$ cat src/rtl/prim_sel_pkg.sv
// Shared types and helpers for the pipelined primitive-select decoder.
// Holds default geometry, index-width helper and the table reset image.
package prim_sel_pkg;

  localparam int          N_SEL_DFLT    = 19;
  localparam int          W_OUT_DFLT    = 32;
  localparam logic [63:0] DEF_WORD_DFLT = 64'h0000_0000_0000_0008;

  // Width needed to encode 0..n, where n is the "no request" index.
  function automatic int idx_w(input int n);
    return $clog2(n + 1);
  endfunction

  // One-hot word for a real primitive; the extra top entry holds the idle word.
  function automatic logic [63:0] tbl_rst(input int i, input int n_sel, input int w_out,
                                          input logic [63:0] def);
    if (i < n_sel) return 64'd1 << (i % w_out);
    return def;
  endfunction

endpackage

$ cat src/rtl/prim_sel_decode_pipe_prio_enc.sv
// Combinational priority encoder: lowest set bit wins, flags empty and multi-hot vectors.
module prim_prio_enc
  import prim_sel_pkg::*;
#(
  parameter int N = 19
) (
  input  logic [N-1:0]          sel,
  output logic [idx_w(N)-1:0]   idx,
  output logic                  none,
  output logic                  multi
);

  localparam int IW = idx_w(N);

  // NOTE: every output of a combinational block gets a default before any
  // conditional update; otherwise synthesis infers a latch to hold the old value.
  always_comb begin
    idx = IW'(N);
    for (int i = N - 1; i >= 0; i--) begin
      if (sel[i]) idx = IW'(i);
    end
  end

  // Clearing the lowest set bit leaves something only if two or more were set.
  assign none  = ~|sel;
  assign multi = |(sel & (sel - N'(1)));

endmodule

$ cat src/rtl/prim_sel_decode_pipe.sv
// Two-stage valid/ready primitive-select decoder with a programmable control-word
// table and a saturating multi-hot request counter.
module prim_sel_decode_pipe
  import prim_sel_pkg::*;
#(
  parameter int               N_SEL    = N_SEL_DFLT,
  parameter int               W_OUT    = W_OUT_DFLT,
  parameter logic [W_OUT-1:0] DEF_WORD = W_OUT'(DEF_WORD_DFLT),
  parameter int               W_CNT    = 16
) (
  input  logic                      clk,
  input  logic                      rst_n,
  input  logic                      in_valid,
  output logic                      in_ready,
  input  logic [N_SEL-1:0]          sel_prim,
  output logic                      out_valid,
  input  logic                      out_ready,
  output logic [W_OUT-1:0]          prim_out,
  output logic [idx_w(N_SEL)-1:0]   prim_idx,
  output logic                      prim_multi,
  input  logic                      cfg_we,
  input  logic [idx_w(N_SEL)-1:0]   cfg_addr,
  input  logic [W_OUT-1:0]          cfg_data,
  input  logic                      stat_clr,
  output logic [W_CNT-1:0]          stat_multi
);

  localparam int IW = idx_w(N_SEL);

  logic             s1_valid_q, s1_valid_d;
  logic [N_SEL-1:0] s1_sel_q,   s1_sel_d;
  logic             s2_valid_q, s2_valid_d;
  logic [IW-1:0]    s2_idx_q,   s2_idx_d;
  logic             s2_multi_q, s2_multi_d;
  logic [W_OUT-1:0] s2_word_q,  s2_word_d;
  logic             out_valid_q, out_valid_d;
  logic [W_OUT-1:0] prim_out_q,  prim_out_d;
  logic [IW-1:0]    prim_idx_q,  prim_idx_d;
  logic             prim_multi_q, prim_multi_d;
  logic [W_CNT-1:0] stat_q, stat_d;
  logic [W_OUT-1:0] tbl_q [N_SEL+1];
  logic [W_OUT-1:0] tbl_d [N_SEL+1];

  logic          enc_none, enc_multi;
  logic [IW-1:0] enc_idx, lookup_idx;
  logic          out_load, s2_free, s1_free, accept, in_multi;

  prim_prio_enc #(.N(N_SEL)) u_enc (
    .sel   (s1_sel_q),
    .idx   (enc_idx),
    .none  (enc_none),
    .multi (enc_multi)
  );

  assign lookup_idx = enc_none ? IW'(N_SEL) : enc_idx;
  assign in_multi   = |(sel_prim & (sel_prim - N_SEL'(1)));

  // Each stage may load when it is empty or the stage below it is loading this cycle.
  assign out_load = !out_valid_q || out_ready;
  assign s2_free  = !s2_valid_q || out_load;
  assign s1_free  = !s1_valid_q || s2_free;
  assign in_ready = rst_n && s1_free;
  assign accept   = in_valid && in_ready;

  always_comb begin
    s1_valid_d   = s1_valid_q;
    s1_sel_d     = s1_sel_q;
    s2_valid_d   = s2_valid_q;
    s2_idx_d     = s2_idx_q;
    s2_multi_d   = s2_multi_q;
    s2_word_d    = s2_word_q;
    out_valid_d  = out_valid_q;
    prim_out_d   = prim_out_q;
    prim_idx_d   = prim_idx_q;
    prim_multi_d = prim_multi_q;
    stat_d       = stat_q;
    tbl_d        = tbl_q;

    if (out_load) begin
      out_valid_d = s2_valid_q;
      if (s2_valid_q) begin
        prim_out_d   = s2_word_q;
        prim_idx_d   = s2_idx_q;
        prim_multi_d = s2_multi_q;
      end
    end

    // The word is captured alongside idx so a same-edge table write is not seen.
    if (s2_free) begin
      s2_valid_d = s1_valid_q;
      if (s1_valid_q) begin
        s2_idx_d   = lookup_idx;
        s2_multi_d = enc_multi;
        s2_word_d  = tbl_q[lookup_idx];
      end
    end

    if (s1_free) begin
      s1_valid_d = accept;
      if (accept) s1_sel_d = sel_prim;
    end

    if (stat_clr) begin
      stat_d = '0;
    end else if (accept && in_multi && stat_q != '1) begin
      stat_d = stat_q + W_CNT'(1);
    end

    if (cfg_we && cfg_addr <= IW'(N_SEL)) begin
      tbl_d[cfg_addr] = cfg_data;
    end
  end

  // NOTE: state registers use non-blocking assignments so every flop samples
  // the values from before the edge, independent of statement order.
  always_ff @(posedge clk) begin
    if (!rst_n) begin
      s1_valid_q   <= 1'b0;
      s1_sel_q     <= '0;
      s2_valid_q   <= 1'b0;
      s2_idx_q     <= '0;
      s2_multi_q   <= 1'b0;
      s2_word_q    <= '0;
      out_valid_q  <= 1'b0;
      prim_out_q   <= '0;
      prim_idx_q   <= '0;
      prim_multi_q <= 1'b0;
      stat_q       <= '0;
      // NOTE: the table is a register array that must come back to known contents
      // on reset, so every entry is reset explicitly; a plain RAM would not be.
      for (int i = 0; i <= N_SEL; i++) begin
        tbl_q[i] <= W_OUT'(tbl_rst(i, N_SEL, W_OUT, 64'(DEF_WORD)));
      end
    end else begin
      s1_valid_q   <= s1_valid_d;
      s1_sel_q     <= s1_sel_d;
      s2_valid_q   <= s2_valid_d;
      s2_idx_q     <= s2_idx_d;
      s2_multi_q   <= s2_multi_d;
      s2_word_q    <= s2_word_d;
      out_valid_q  <= out_valid_d;
      prim_out_q   <= prim_out_d;
      prim_idx_q   <= prim_idx_d;
      prim_multi_q <= prim_multi_d;
      stat_q       <= stat_d;
      tbl_q        <= tbl_d;
    end
  end

  assign out_valid  = out_valid_q;
  assign prim_out   = prim_out_q;
  assign prim_idx   = prim_idx_q;
  assign prim_multi = prim_multi_q;
  assign stat_multi = stat_q;

endmodule

$ cat config.mk
export PLATFORM = sky130hd
export DESIGN_NAME = prim_sel_decode_pipe
export DESIGN_NICKNAME = d
export VERILOG_FILES = /design/src/rtl/prim_sel_pkg.sv /design/src/rtl/prim_sel_decode_pipe_prio_enc.sv /design/src/rtl/prim_sel_decode_pipe.sv
export SDC_FILE = /design/constraint.sdc
export NUM_CORES = 2
export LEC_CHECK = 0
export BUFFER_PORTS_ARGS = -buffer_cell sky130_fd_sc_hd__buf_2
export CAP_MARGIN = 20
export CORE_UTILIZATION = 50
export CTS_CLUSTER_SIZE = 20
export DETAILED_ROUTE_END_ITERATION = 6
export PLACE_DENSITY = 0.66
export RECOVER_POWER = 50
export SYNTH_ARGS = -nofsm -noshare
export SYNTH_HDL_FRONTEND = slang
export SYNTH_SLANG_ARGS = --single-unit
$ cat constraint.sdc
create_clock -name clk -period 25.2 [get_ports clk]
set_input_delay 6.3 -clock clk [delete_from_list [all_inputs] [get_ports clk]]
set_output_delay 6.3 -clock clk [all_outputs]
set_load 0.02 [all_outputs]
==> results by group <==
Floorplanning
  • Placeable Area: 76300 um^2
  • Cell Rows: 101
  • Initial Util: 0.508
  • I/O pins: 118
  • Die ar.: 78700 um^2
  • Die H: 280 um
  • Die width: 280 um

Logic synthesis
  • Synth Instances: 4469
  • Library cells used by synthesis: 74
  • Syn_area_per_cell: 8.68 um^2
  • Cell Area, Synth: 38800 um^2
  • Number of enable flip-flop cells after synthesis: 576
  • Main synth FF type: edfxtp_1
  • Seq/Total Area, Yosys: 0.538
  • #FFs+latches synth: around 750
  • Post-Syn Nets: roughly 4500
  • Ys async rst share: 0
  • Warning count from the yosys run: 0

Drt
  • Starting DRT DRC Count: about 4800
  • Via Count: 34100
  • DR pass1 iterations: 6
  • DRC: 0
  • DR vias/cell: 6.26
  • DRT antenna net count: 0
  • WL final: 135 mm
  • Wirelength per Cell: approximately 25 um

Global route
  • GRT overflow: 0
  • First-pass GRT wire length: 200 mm
  • Vias in the first global route: 31800
  • Total track usage: 0.338
  • Initial antenna violation count: 7
  • Largest net degree at the start of global routing: 219

Critical path
  • Crit path top cell by count: clkbuf_1
  • Type of the worst setup path: input pin to flip-flop
  • CP arrival: 16910 ps
  • Crit path max fanout: about 220
  • Crit path cell chain: clkbuf_1 > nand3_1 > clkbuf_1 > a21oi_1
  • Crit Reg-Reg Startpoint: s1_sel_q[0]$_SDFFE_PN0P_
  • Slowest CP cell: clkbuf_1
  • Startpoint types: input pin
  • FF-to-FF End: s2_word_q[15]$_SDFFE_PN0P_
  • Worst endpoint required time: 25190 ps
  • Crit path largest cell delay: roughly 7000 ps
  • CP endpoint kind: flip-flop
  • R2R Setup Slk: about 20000 ps
  • Reg2reg path depth: 10

Clock tree
  • CTS Hold Buffers Added: 0
  • Maximum clock path buffer count: 3
  • Postcts setup bufs: 0
  • CTS H-tree depth: 3
  • CTS root buf: clkbuf_16
  • Number of buffers created by CTS: just over 80
  • Sinks on Clock Net: 754
  • CTS tree: built
  • Insertion delay to the later sink of the worst-skew pair: between 600 and 700 ps
  • Clk slew on worst S/H paths: 60 ps
  • CTS resizes: 0

Power
  • Worst ir drop on vdd: 0.0562 mV
  • Combinational power share: 0.153
  • Power per cell area: approximately 75 nW/um^2
  • Internal power component: about 0.0023 W
  • NetSw: ~0.00093 W
  • Total power: 0.00320 W
  • Sw Share: 0.290
  • Clk pwr share: 0.382
  • Flop pwr share: 0.465
  • Leakage: 14.6 nW

Place
  • PortBufs: 117
  • RePlAce Congestion: 0.855
  • HPWL Detailed: 74.2 mm

Layout
  • Most frequent cells in the layout: 1728 x nand2_1, 607 x a21oi_1, 576 x edfxtp_1
  • Final net count: ~4400
  • Layout area overhead: 9.61%
  • Utilization after layout: 0.557
  • Share of layout cells above drive strength 1: 0.0738
  • Most common cell after layout, fill and taps aside: nand2_1

Run
  • Max_cap viols: 10

Timing
  • Unrepaired setup endpoints after global routing: no
  • Final hold viol count: 0
  • Setup TNS: 0 ps
  • Slew HR: -5.79
  • Max frequency: just under 60 MHz
  • # setup viols final: 0
  • Worst Max-Slew Pin Slew: around 10000 ps
  • Slew Viols, Final: 768
  • Final Critical Period: roughly 17000 ps
  • Part of the cycle the worst path needs: 0.672
  • Clock skew: between 20 and 30 ps

Run status
  • Failing checks: max-capacitance violations, max-slew violations
  • Status: finished with violations

Min path
  • Hold WC Path Type: flip-flop to flip-flop
  • Min-Delay Path Depth: 2
## cell usage after synthesis, drive strengths merged, types with 5 or more instances
cell,count,area share
o311ai,15,0.0034
clkbuf,348,0.034
nor3b,23,0.0045
and2,11,0.0018
xor2,11,0.0025
nand2,1737,0.17
a32oi,9,0.0020
nand4,31,0.0050
maj3,7,0.0018
or4,20,0.0039
a221o,5,0.0013
nand3,162,0.021
o211ai,10,0.0019
nor3,15,0.0021
o21ai,62,0.0083
nand3b,37,0.0072
o22ai,6,0.00097
a32o,5,0.0013
a221oi,23,0.0052
mux2,8,0.0023
o21a,6,0.0012
a311oi,41,0.0093
o221ai,29,0.0065
nor2b,10,0.0016
nor2,92,0.0095
mux2i,82,0.021
nand2b,15,0.0024
a2111oi,5,0.0012
a21boi,105,0.020
and3,34,0.0055
a31oi,17,0.0027
a211oi,16,0.0031
buf,58,0.0094
edfxtp,576,0.45
dfxtp,178,0.092
a21oi,609,0.079
## worst max-delay path by stage
stage                 from                       end  slack [ps]  cells after the start
6_report             rst_n  tbl_q[404]$_SDFFCE_PN0P_        8270                      4
5_1_grt              rst_n  tbl_q[369]$_SDFFCE_PN0P_        7540                      4
4_1_cts              rst_n                  in_ready       11770                      3
3_5_place_dp         rst_n                  in_ready       11770                      3
3_3_place_gp         rst_n                  in_ready       11770                      3
2_1_floorplan  cfg_addr[4]  tbl_q[100]$_SDFFCE_PN0P_        4700                      5
## cell type report
cell class	count	area, um^2
inverter	4	15.0
tap	1030	1290
clock buffer	134	2550
multi-input combinational	3305	16400
timing repair buffer	202	1200
fill	7039	33800
sequential	754	20900
antenna	1	2.50
clock inverter	16	140
## routing by layer
metal  GRT usage  up-vias  wire, um
met5     0.00876        -       134
met2       0.519     2161     59800
li1            -    15300         -
met1       0.464    16300     52600
met4       0.118        8      4590
met3      0.0808      352     17500
## state kept, by name, indices dropped and copies added (netlist names), named ones only
register	count
s2_word_q	32
out_valid	1
stat_multi	16
tbl_q	576
s2_valid_q	1
prim_out	32
s1_sel_q	19
s2_multi_q	1
s2_idx_q	5
s1_valid_q	1
prim_multi	1
prim_idx	5
## power groups by stage
stage	Combinational, W	Clock [W]	Sequential, W
after floorplan	0.000311	0	0.00152
after global placement	0.000463	0	0.00150
after detailed placement	0.000467	0	0.00151
after CTS	0.000468	0.00123	0.00148
after global routing	0.000516	0.00127	0.00149
final	0.000488	0.00122	0.00149
## metrics by stage
step                cell area [um^2]  setup slack, ps  cells  hold slack (ps)
detailed placement             39800            11770   5287              452
global placement               39800            11770   5286              445
global route                   42500             7540   5445              474
floorplan                      38800             4700   4469              433
CTS                            42500            11770   5437              462
finish                         42500             8270   5446              461
## cells by family (layout without fill, tap and decap cells)
logic type | Yosys count | after routing | share of synthesized area
simple gates | 2204 | 2204 | 0.236
flops | 754 | 754 | 0.538
fa+ha+maj | 8 | 8 | 0.00213
xor+xnor | 15 | 15 | 0.00339
buf+inv | 410 | 356 | 0.0435
other cells | 0 | 1 | 0
mux | 90 | 90 | 0.0235
compound gates | 988 | 988 | 0.154
## critical path: cells and delay by family
family / cells / cell delay, ps
simple gates: 1 / 1780
compound gates: 1 / 150
buf+inv: 2 / 8200
Power figures use the tool's default switching activity.
